[config.mk]
export PLATFORM = sky130hd
export DESIGN_NAME = param_bus_sequencer
export DESIGN_NICKNAME = d
export VERILOG_FILES = /design/src/rtl/param_bus_pkg.sv /design/src/rtl/rr_arbiter.sv /design/src/rtl/param_bus_sequencer.sv
export SDC_FILE = /design/constraint.sdc
export NUM_CORES = 1
export LEC_CHECK = 0
export CAP_MARGIN = 20
export CORE_MARGIN = 1.5
export CORE_UTILIZATION = 25
export DETAILED_ROUTE_END_ITERATION = 6
export GPL_TIMING_DRIVEN = 0
export PLACE_DENSITY = 0.55
export SETUP_SLACK_MARGIN = 0.3
export SYNTH_ARGS = -nofsm -noshare
export SYNTH_HDL_FRONTEND = slang
export SYNTH_SLANG_ARGS = --single-unit
[constraint.sdc]
create_clock -name reg_clk -period 1.8 [get_ports reg_clk]
set_clock_uncertainty 0.15 [all_clocks]
set_input_delay 0.18 -clock reg_clk [delete_from_list [all_inputs] [get_ports reg_clk]]
set_output_delay 0.18 -clock reg_clk [all_outputs]
set_load 0.01 [all_outputs]
[src/rtl/param_bus_pkg.sv]
// Shared types and default sizes for the parameter bus sequencer.
package param_bus_pkg;

    // Write sequencing phases: grant in IDLE, payload setup, strobe, hold.
    typedef enum logic [1:0] {
        ST_IDLE   = 2'd0,
        ST_SETUP  = 2'd1,
        ST_STROBE = 2'd2,
        ST_HOLD   = 2'd3
    } state_e;

    localparam int DEF_BANK_W     = 3;
    localparam int DEF_ADR_W      = 7;
    localparam int DEF_DATA_W     = 8;
    localparam int DEF_STROBE_CYC = 2;
    localparam int DEF_HOLD_CYC   = 4;

    // Larger of two integers, used to size the shared phase counter.
    function automatic int max2(input int a, input int b);
        return (a > b) ? a : b;
    endfunction

endpackage

[src/rtl/rr_arbiter.sv]
// Requester arbiter: one-hot grant, encoded winner index and pointer update.
// Build option PARAM_BUS_FIXED_PRIO_EN: fixed priority (lowest index wins),
// no pointer. Default build: round-robin searching from pointer+1 with wrap.
module rr_arbiter #(
    parameter int N     = 2,
    parameter int IDX_W = (N > 1) ? $clog2(N) : 1
) (
    input  logic             reg_clk,
    input  logic             reset_reg,
    input  logic [N-1:0]     req,
    input  logic             grant_en,
    output logic [N-1:0]     grant,
    output logic [IDX_W-1:0] grant_idx,
    output logic             grant_valid
);

`ifdef PARAM_BUS_FIXED_PRIO_EN

    // The sequencer clock/reset/enable are not needed without a pointer.
    logic unused_ok;
    assign unused_ok = &{1'b0, reg_clk, reset_reg, grant_en};

    // Fixed priority: scan downwards so the lowest requesting index wins.
    always_comb begin
        grant       = '0;
        grant_idx   = '0;
        grant_valid = 1'b0;
        for (int i = N - 1; i >= 0; i--) begin
            if (req[i]) begin
                grant       = '0;
                grant[i]    = 1'b1;
                grant_idx   = IDX_W'(i);
                grant_valid = 1'b1;
            end
        end
    end

`else

    logic [IDX_W-1:0] ptr_q;
    logic [IDX_W-1:0] ptr_d;

    // Round-robin: first requester after the last winner, wrapping at N.
    always_comb begin
        int               j;
        logic [IDX_W-1:0] jj;
        j           = 0;
        jj          = '0;
        grant       = '0;
        grant_idx   = '0;
        grant_valid = 1'b0;
        for (int off = 1; off <= N; off++) begin
            j = int'(ptr_q) + off;
            if (j >= N) begin
                j = j - N;
            end
            jj = IDX_W'(j);
            if (!grant_valid && req[jj]) begin
                grant[jj]   = 1'b1;
                grant_idx   = jj;
                grant_valid = 1'b1;
            end
        end
    end

    // Pointer follows the winner only when the sequencer takes the grant.
    always_comb begin
        ptr_d = ptr_q;
        if (grant_en && grant_valid) begin
            ptr_d = grant_idx;
        end
    end

    // Pointer register; reset to N-1 so requester 0 is searched first.
    always_ff @(posedge reg_clk) begin
        if (reset_reg) begin
            ptr_q <= IDX_W'(N - 1);
        end else begin
            ptr_q <= ptr_d;
        end
    end

`endif

endmodule

[src/rtl/param_bus_sequencer.sv]
// Parameter bank write sequencer: arbitrates requesters and drives each
// granted write as setup, data_ready strobe, then hold, acking at the end.
// Build option PARAM_BUS_FIXED_PRIO_EN (in rr_arbiter) selects fixed priority.
module param_bus_sequencer
    import param_bus_pkg::*;
#(
    parameter int NUM_REQ    = 2,
    parameter int BANK_W     = DEF_BANK_W,
    parameter int ADR_W      = DEF_ADR_W,
    parameter int DATA_W     = DEF_DATA_W,
    parameter int STROBE_CYC = DEF_STROBE_CYC,
    parameter int HOLD_CYC   = DEF_HOLD_CYC,
    localparam int SRC_W     = (NUM_REQ > 1) ? $clog2(NUM_REQ) : 1
) (
    input  logic                      reg_clk,
    input  logic                      reset_reg,
    input  logic [NUM_REQ-1:0]        req,
    input  logic [NUM_REQ*BANK_W-1:0] req_bank,
    input  logic [NUM_REQ*ADR_W-1:0]  req_adr,
    input  logic [NUM_REQ*DATA_W-1:0] req_data,
    output logic [NUM_REQ-1:0]        ack,
    output logic                      busy,
    output logic [SRC_W-1:0]          active_src,
    output logic                      data_ready,
    output logic [BANK_W-1:0]         bank_adr,
    output logic [ADR_W-1:0]          adr,
    output logic [DATA_W-1:0]         out_data
);

    localparam int CNT_W = $clog2(max2(STROBE_CYC, HOLD_CYC) + 1);

    state_e              state_q, state_d;
    logic [CNT_W-1:0]    cnt_q, cnt_d;
    logic [NUM_REQ-1:0]  ack_q, ack_d;
    logic                busy_q, busy_d;
    logic                dr_q, dr_d;
    logic [SRC_W-1:0]    src_q, src_d;
    logic [BANK_W-1:0]   bank_q, bank_d;
    logic [ADR_W-1:0]    adr_q, adr_d;
    logic [DATA_W-1:0]   data_q, data_d;

    logic [NUM_REQ-1:0]  grant;
    logic [SRC_W-1:0]    grant_idx;
    logic                grant_valid;
    logic [BANK_W-1:0]   sel_bank;
    logic [ADR_W-1:0]    sel_adr;
    logic [DATA_W-1:0]   sel_data;

    rr_arbiter #(
        .N     (NUM_REQ),
        .IDX_W (SRC_W)
    ) u_arb (
        .reg_clk     (reg_clk),
        .reset_reg   (reset_reg),
        .req         (req),
        .grant_en    (state_q == ST_IDLE),
        .grant       (grant),
        .grant_idx   (grant_idx),
        .grant_valid (grant_valid)
    );

    // AND-OR select of the granted requester's payload using the one-hot grant.
    always_comb begin
        sel_bank = '0;
        sel_adr  = '0;
        sel_data = '0;
        for (int i = 0; i < NUM_REQ; i++) begin
            if (grant[i]) begin
                sel_bank = sel_bank | req_bank[i*BANK_W +: BANK_W];
                sel_adr  = sel_adr  | req_adr[i*ADR_W +: ADR_W];
                sel_data = sel_data | req_data[i*DATA_W +: DATA_W];
            end
        end
    end

    // Next state, phase counter, latched payload and registered output values.
    always_comb begin
        state_d = state_q;
        cnt_d   = cnt_q;
        src_d   = src_q;
        bank_d  = bank_q;
        adr_d   = adr_q;
        data_d  = data_q;
        case (state_q)
            ST_IDLE: begin
                if (grant_valid) begin
                    state_d = ST_SETUP;
                    src_d   = grant_idx;
                    bank_d  = sel_bank;
                    adr_d   = sel_adr;
                    data_d  = sel_data;
                end
            end
            ST_SETUP: begin
                state_d = ST_STROBE;
                cnt_d   = CNT_W'(STROBE_CYC - 1);
            end
            ST_STROBE: begin
                if (cnt_q == '0) begin
                    state_d = ST_HOLD;
                    cnt_d   = CNT_W'(HOLD_CYC - 1);
                end else begin
                    cnt_d = cnt_q - CNT_W'(1);
                end
            end
            ST_HOLD: begin
                if (cnt_q == '0) begin
                    state_d = ST_IDLE;
                end else begin
                    cnt_d = cnt_q - CNT_W'(1);
                end
            end
            default: state_d = ST_IDLE;
        endcase

        busy_d = (state_d != ST_IDLE);
        dr_d   = (state_d == ST_STROBE);
        ack_d  = '0;
        if (state_d == ST_HOLD && cnt_d == '0) begin
            ack_d[src_q] = 1'b1;
        end
    end

    // State and output registers; reset abandons any in-flight write.
    always_ff @(posedge reg_clk) begin
        if (reset_reg) begin
            state_q <= ST_IDLE;
            cnt_q   <= '0;
            ack_q   <= '0;
            busy_q  <= 1'b0;
            dr_q    <= 1'b0;
            src_q   <= '0;
            bank_q  <= '0;
            adr_q   <= '0;
            data_q  <= '0;
        end else begin
            state_q <= state_d;
            cnt_q   <= cnt_d;
            ack_q   <= ack_d;
            busy_q  <= busy_d;
            dr_q    <= dr_d;
            src_q   <= src_d;
            bank_q  <= bank_d;
            adr_q   <= adr_d;
            data_q  <= data_d;
        end
    end

    assign ack        = ack_q;
    assign busy       = busy_q;
    assign active_src = src_q;
    assign data_ready = dr_q;
    assign bank_adr   = bank_q;
    assign adr        = adr_q;
    assign out_data   = data_q;

endmodule
==> results by stage, run 1 <==
Outcome:
- The run finished with clean final reports.

Worst hold path:
- Counting instances, the worst hold path has a depth of 2.
- The startpoint identified for the worst hold timing path is reset_reg.
- The endpoint of the worst hold path is out_data[5]$_SDFFE_PP0P_.
- The worst min-delay path class is input pin to register.

Finish:
- Leaving out fill and tap cells, the most frequent cells in the layout are sky130_fd_sc_hd__clkdlybuf4s50_1 (46), sky130_fd_sc_hd__dfxtp_1 (26), sky130_fd_sc_hd__nand2_1 (24).
- The post-route non-filler standard cell count is 291.
- The total of fill cells in the finished design is 490.
- Of the cells placed in the final design, the portion with a size suffix greater than 1 is 0.228.
- The number of antenna diodes in the final layout is 0.
- The most frequent standard cell in the layout excluding fill and tap cells is sky130_fd_sc_hd__clkdlybuf4s50_1.
- The post-layout net count is 267.
- Compared with the post-synthesis result, the final layout area differs by 87.4%.

Clocking:
- TritonCTS built the clock tree.
- After clock tree synthesis, the clock-pin slew on the worst setup and hold paths is 60 ps.
- The clock reaches the later pin of the worst-skew pair after 280 ps.
- The master cell of the clock root buffer is sky130_fd_sc_hd__clkbuf_8.
- In this run the number of H-tree levels came out at 2.
- The maximum buffer depth of the clock tree is 2.
- The hold buffer count at cts is 0.
- The total clock buffers created by CTS is 5.
- The sink count of the clock tree is 29.

Critical path:
- The worst setup path is launched from a register.
- The largest fanout on the critical path is 3.
- The required time reported for the critical path endpoint is 1870 ps.
- The startpoint identified for the worst register-to-register timing path is cnt_q[1]$_SDFF_PP0_.
- The maximum single-stage delay on the critical path is 320 ps.
- On the critical path, the stage with the largest delay is an instance of sky130_fd_sc_hd__dfxtp_2.
- Traced cell by cell, the critical path runs through inv_2 > ha_4 > nor2b_4 > inv_2 > ha_4 > nand2b_4 > a31oi_4 > and3_1.
- Grouping stages by cell kind, the critical path spends the most delay in simple AND/OR/NAND/NOR gates.
- The worst register-to-register path has a depth of 8.
- The worst setup path is captured at a register.
- The critical path is of the register to register type.
- The setup check on the worst reg-to-reg path leaves a slack of 180 ps.
- For the worst setup path, the data arrival time is 1700 ps.
- The destination of the worst register-to-register timing path is ack[1]$_SDFF_PP0_.
- The total buffers and inverters traversed by the critical path is 2.

Pwr:
- In this run the power density over the cells is 966 nW/um2.
- The internal power of the cells totals 1.57 mW.
- The net switching power is 673 uW.
- The share of total power dissipated in the clock network is 0.241.
- The share of total power dissipated in sequential elements is 0.346.
- The portion of total power attributed to combinational logic is 0.414.
- The worst supply voltage drop on vdd is 0.416 mV.
- The net switching fraction of the power is 0.300.
- The leakage power of the design is 1.06 nW.
- The power after layout is 2.24 mW.

Route:
- Wires add up to 3700 um.
- The routed wire length per instance is 12.7 um.
- The first TritonRoute pass finished after 4 iterations.
- The count of antenna-violating nets left after detailed routing is 0.
- The number of design rule violations left after detail routing is 0.
- The initial detailed-routing violation count is 44.
- After detailed routing, the number of vias per cell comes to 4.45.
- The number of vias after detailed routing is 1295.

Synth:
- The count of different cell masters after synthesis is 24.
- The post-synth net total is 184.
- In the post-synthesis netlist, the biggest area contributors are sky130_fd_sc_hd__dfxtp_1 (47%), sky130_fd_sc_hd__a22oi_1 (12%), sky130_fd_sc_hd__a21oi_1 (8.9%).
- The cell count after synthesis is 141.
- The summed instance area of the synthesized netlist is 1240 um2.
- Yosys printed 0 warnings.
- In this run, synthesis produced a sequential element count of 29.
- The biggest area consumer among synthesized cells is sky130_fd_sc_hd__dfxtp_1.
- The post-synthesis sequential area ratio is 0.468.
- The share of the synthesized area in the top cell type is 0.468.
- The per-instance average area after synthesis is 8.79 um2.

Run:
- The number of max-capacitance violations reported is 0.

STA:
- Timing would allow up to 616 MHz.
- Setup repair after global routing could not meet its margin everywhere.
- On the final layout, the worst hold slack is 219 ps.
- The worst path needs 1620 ps of the cycle, external delays included.
- The portion of the clock cycle consumed by the worst path in the final layout is 0.902.
- The final-report hold violation count was 0.
- The summed negative setup slack over all endpoints is 0 ps.
- The relative max-transition margin is 0.630.
- Setup violations remaining at the end of the flow were counted as 0.
- The count of pins over their slew limit came to 0.
- The slew at the pin closest to its max-slew limit is 555 ps.

Placement:
- The HPWL after detailed placement is 2380 um.
- Buffers placed on the I/O ports in this run total 61.
- The final weighted congestion in routability-driven placement is 0.722.
- The number of placed instances with taps included is 269.

Floorplanning:
- The floorplan step set the die width to 73.4 um.
- The number of top-level pins is 63.
- The die covers 5390 um2.
- The floorplan row count is 25.
- The effective utilization at floorplan is 0.261.
- Measured along the y axis, the die boundary spans 73.4 um.
- The standard cell core area is 4750 um2.

Global route:
- The number of global-route vias before repair is 1214.
- The combined global-route utilization of all metal layers is 0.135.
- The number of antenna violations at the first check in global routing is 0.
- Entering global routing, the biggest net connects 11 pins.
- The global-route wire length before repair is 5420 um.
- The total global routing overflow is 0.
[state kept, by name, summed over array words and instances (netlist names)]
register and flops:
ack 2, state_q 2, bank_adr 3, active_src 1, data_ready 1, cnt_q 3
adr 7, busy 1, out_data 8, u_arb.ptr_q 1
[how the worst max path moves through the flow]
stage | cells after the start | endpoint | from
after detailed placement | 8 | ack[1]$_SDFF_PP0_ | cnt_q[1]$_SDFF_PP0_
final | 8 | ack[1]$_SDFF_PP0_ | cnt_q[1]$_SDFF_PP0_
after global routing | 8 | ack[1]$_SDFF_PP0_ | cnt_q[1]$_SDFF_PP0_
after CTS | 5 | ack[1]$_SDFF_PP0_ | cnt_q[0]$_SDFF_PP0_
after global placement | 8 | ack[1]$_SDFF_PP0_ | cnt_q[1]$_SDFF_PP0_
after floorplan | 8 | ack[1]$_SDFF_PP0_ | cnt_q[1]$_SDFF_PP0_
[power groups by stage]
stage                     logic (mW)  registers, mW  clock network [mW]
after floorplan                0.376          0.818                   0
after global placement         0.697          0.791                   0
after detailed placement       0.701          0.792                   0
after CTS                      0.773          0.775               0.558
after global routing            1.02          0.787               0.577
final                          0.928          0.776               0.540
[area by class of cell]
| class | count | area [um2] | share of cell area |
|---|---|---|---|
| sequential | 29 | 584 | 0.251 |
| inverter | 4 | 15.0 | 0.00646 |
| timing repair buffer | 76 | 785 | 0.338 |
| multi-input combinational | 97 | 668 | 0.288 |
| buffer | 11 | 101 | 0.0436 |
| tap | 67 | 83.8 | 0.0361 |
| clock buffer | 7 | 86.3 | 0.0372 |
[synthesized netlist by cell type (all sizes together)]
master   number
a2111oi       1
a211o         1
a21oi        22
a22oi        19
a31oi         1
and3          3
buf           8
clkbuf        3
dfxtp        29
ha            3
inv           4
mux2          1
mux2i         2
nand2        24
nand2b        3
nor2         11
nor2b         1
nor4          1
o21ai         1
o21ba         1
or3           1
xnor2         1
[kinds of logic after synthesis]
group | after synthesis | synth area share
AOI/OAI and AO/OA | 46 | 0.250
and+or+nand+nor | 44 | 0.161
buffers and inverters | 15 | 0.0575
xor gates and xnor gates | 1 | 0.00706
adders and majority gates | 3 | 0.0303
DFF | 29 | 0.468
muxes | 3 | 0.0252
[routing by layer]
| layer | global-route usage | vias up | part of all wire |
|---|---|---|---|
| met3 | 0.0535 | 7 | 0.061 |
| met5 | 0 | - | 0 |
| met1 | 0.164 | 596 | 0.42 |
| met4 | 0.0679 | 0 | 0.018 |
| li1 | - | 657 | - |
| met2 | 0.207 | 35 | 0.50 |
[what timing repair did]
action,CTS,global route
buffers inserted,3,10
resized for setup,14,30
pin swaps,3,8
endpoints found under the setup margin,25,35
cloned,0,2
[metrics by stage]
step	setup slack [ps]	utilization	area (um2)
floorplan	113	-	1260
global placement	-1.69	0.412	1960
detailed placement	-24.0	0.412	1960
CTS	135	0.442	2100
global route	93.8	0.489	2320
finish	177	0.489	2320
Note: power is estimated with default switching activity, not from simulation.
==> run 2, diff against run 1 <==
--- a/config.mk
+++ b/config.mk
@@ -7,10 +7,12 @@
 export LEC_CHECK = 0
 export CAP_MARGIN = 20
 export CORE_MARGIN = 1.5
-export CORE_UTILIZATION = 25
+export CORE_UTILIZATION = 36
 export DETAILED_ROUTE_END_ITERATION = 6
+export DONT_BUFFER_PORTS = 1
 export GPL_TIMING_DRIVEN = 0
-export PLACE_DENSITY = 0.55
+export PLACE_DENSITY = 0.5
+export RECOVER_POWER = 25
 export SETUP_SLACK_MARGIN = 0.3
 export SYNTH_ARGS = -nofsm -noshare
 export SYNTH_HDL_FRONTEND = slang
==> results by stage, run 2 (synthesis gave the netlist of run 1 again) <==
Pwr:
- The cell area power density is 1070 nW/um2 (+11%).
- The leakage power of the design was 0.790 nW (-25%).
- The worst supply voltage drop on vdd is 0.671 mV (+61%).
- The power after layout was 2.22 mW (-1.1%).

STA:
- The shortest period the worst path allows is 1680 ps (+57.5 ps).
- The portion of the clock cycle consumed by the worst path in the final layout is 0.934 (+0.0319).
- The slew at the pin closest to its max-slew limit is 560 ps (+4.43 ps).
- The relative max-transition margin is 0.627 (-0.00295).
- The number of setup violations in the final report was 0 (unchanged).
- The worst hold slack across all endpoints is 11.0 ps (-208 ps).
- The summed negative setup slack over all endpoints is 0 ps (unchanged).
- The fmax is 595 MHz (-3.4%).
- The count of pins over their slew limit is 0 (unchanged).
- Setup repair after global routing could not meet its margin everywhere.
- The final-report hold violation count is 0 (unchanged).

Finish:
- The post-layout net count is 241 (-9.7%).
- The post-route core utilization is 0.625 (+0.136).
- Relative to the synthesized area, the layout overhead comes to 66.8%.
- The fraction of layout instances using a drive strength above 1 is 0.317 (+0.0889).
- The final cell area excluding filler cells was 2070 um2 (-11%).
- In the layout the commonest cells are sky130_fd_sc_hd__dlygate4sd3_1 (36), sky130_fd_sc_hd__dfxtp_1 (26), sky130_fd_sc_hd__nand2_1 (22).
- The number of flip-flops in the largest register is 8 (unchanged).
- Leaving out fill and tap cells, the most frequent cell in the layout is sky130_fd_sc_hd__dlygate4sd3_1.
- The count of antenna diodes in the layout is 0 (unchanged).

Critical path:
- The cell family contributing the most delay on the critical path is simple AND/OR/NAND/NOR gates.
- The maximum single-stage delay on the critical path is 350 ps (+30 ps).
- The endpoint arrival time on the critical path came to 1810 ps (+110 ps).
- Walking the worst path, the cells encountered are inv_2 > ha_1 > or3_4 > a2111oi_4 > and3_1.
- The required time reported for the critical path endpoint was 1930 ps (+60 ps).
- The kind of start point of the critical path is a register.
- The worst setup path category is register to register.
- The cell at the slowest stage of the critical path is sky130_fd_sc_hd__or3_4.
- The endpoint class of the critical path is a register.
- The largest fanout on the critical path is 3 (unchanged).
- The total buffers and inverters traversed by the critical path is 1 (-1).

Route:
- The first-pass detailed-route iteration total was 4 (unchanged).
- The number of design rule violations left after detail routing is 0 (unchanged).
- The routed wire length per instance is 15.3 um (+20%).
- The average vias per placed instance came to 5.13 (+15%).
- The count of antenna-violating nets left after detailed routing is 0 (unchanged).
- The number of vias after detailed routing is 1258 (-2.9%).
- The total length of routed wires is 3750 um (+1.1%).
- The initial detailed-routing violation count is 41 (-6.8%).

Placement:
- The placed wire-length estimate after detailed placement is 2000 um (-16%).
- The area of placed instances is 1320 um2 (-33%).
- The number of input and output port buffers inserted came to 0 (-100%).
- The final weighted congestion in routability-driven placement is 0.731 (+1.2%).

Global route:
- The largest net degree at the start of global routing was 11 (unchanged).
- The number of antenna violations at the first check in global routing is 0 (unchanged).
- The number of global-route vias before repair is 1163 (-4.2%).
- The total global routing overflow is 0 (unchanged).
- The global-route wire length before repair is 5240 um (-3.3%).
- The combined global-route utilization of all metal layers came to 0.194 (+0.0592).

Floorplanning:
- The floorplan row count is 21 (-16%).
- The effective utilization at floorplan is 0.375 (+0.114).
- The number of top-level pins is 63 (unchanged).
- The vertical die dimension is 61.7 um (-16%).
- The standard cell core area is 3310 um2 (-30%).
- The full die area is 3810 um2 (-29%).
- The horizontal die dimension is 61.7 um (-16%).

Clocking:
- The sink count of the clock tree is 29 (unchanged).
- The insertion delay of the later-clocked pin in the worst-skew pair was 330 ps (+50 ps).
- The maximum level of the CTS H-tree is 2 (unchanged).
- The maximum buffer depth of the clock tree is 2 (unchanged).
- The clock tree from TritonCTS is yes.
- The total clock buffers created by CTS is 5 (unchanged).
- The root buffer cell chosen for the clock tree is sky130_fd_sc_hd__clkbuf_4.
- The clock transition at the registers of the reported paths is 90 ps (+30 ps).

Outcome:
- The flow ran to the end, and the final reports show no timing, DRC or antenna violations.

Run:
- The number of max-capacitance violations reported is 0 (unchanged).

Worst hold path:
- The min-delay analysis places its worst path in the category input pin to register.
-- run 2: cell count changes in the layout (fill, tap and decap cells not counted), sizes merged --
cell / delta
clkdlybuf4s50: -46
dlygate4sd3: +36
dlymetal6s2s: -11
dlygate4sd2: -4
bufinv: +1
clkbuf: -1
-- run 2: worst paths after layout --
path                            startpoint                  endpoint  slack, ps  cells past startpoint
setup reg to reg       cnt_q[0]$_SDFF_PP0_         ack[1]$_SDFF_PP0_        120                      5
setup / recovery       cnt_q[0]$_SDFF_PP0_         ack[1]$_SDFF_PP0_        120                      5
hold / removal                      req[0]  u_arb.ptr_q$_SDFFE_PP1P_         10                      2
hold reg to reg   u_arb.ptr_q$_SDFFE_PP1P_  u_arb.ptr_q$_SDFFE_PP1P_        350                      1
-- run 2: area by class of cell --
class	count	area, um2
Buffer	11	109
Clock buffer	7	55.1
Clock inverter	1	30.0
Fill cell	282	1240
Inverter	4	15.0
Multi-Input combinational cell	97	723
Sequential cell	29	584
Tap cell	46	57.6
Timing Repair Buffer	50	494
-- run 2: per-layer routing --
metal  track usage  wire length [um]
met5             0                 0
met2         0.325              2070
met4        0.0881                63
met1         0.227              1460
met3        0.0609               151
-- run 2: what timing repair did --
item / CTS / global route
endpoints found under the hold margin: 18 / 0
gates resized for setup: 11 / 33
gates cloned: 0 / 1
setup buffers: 4 / 9
endpoints found under the setup margin: 22 / 25
pin swaps: 2 / 11
hold buffers: 36 / 0
-- run 2: report_power, final --
part           switching, mW  leakage, nW  internal, mW  total [mW]
registers             0.0933        0.240         0.732       0.825
clock network          0.222       0.0455         0.331       0.554
logic                  0.375        0.505         0.466       0.840
total                  0.690        0.790          1.53        2.22
-- run 2: through the flow --
| step | setup slack (ps) | cells |
|---|---|---|
| finish | 120 | 245 |
| global route | 52.6 | 245 |
| CTS | 107 | 235 |
| detailed placement | -44.6 | 187 |
| global placement | 23.2 | 187 |
| floorplan | 113 | 141 |
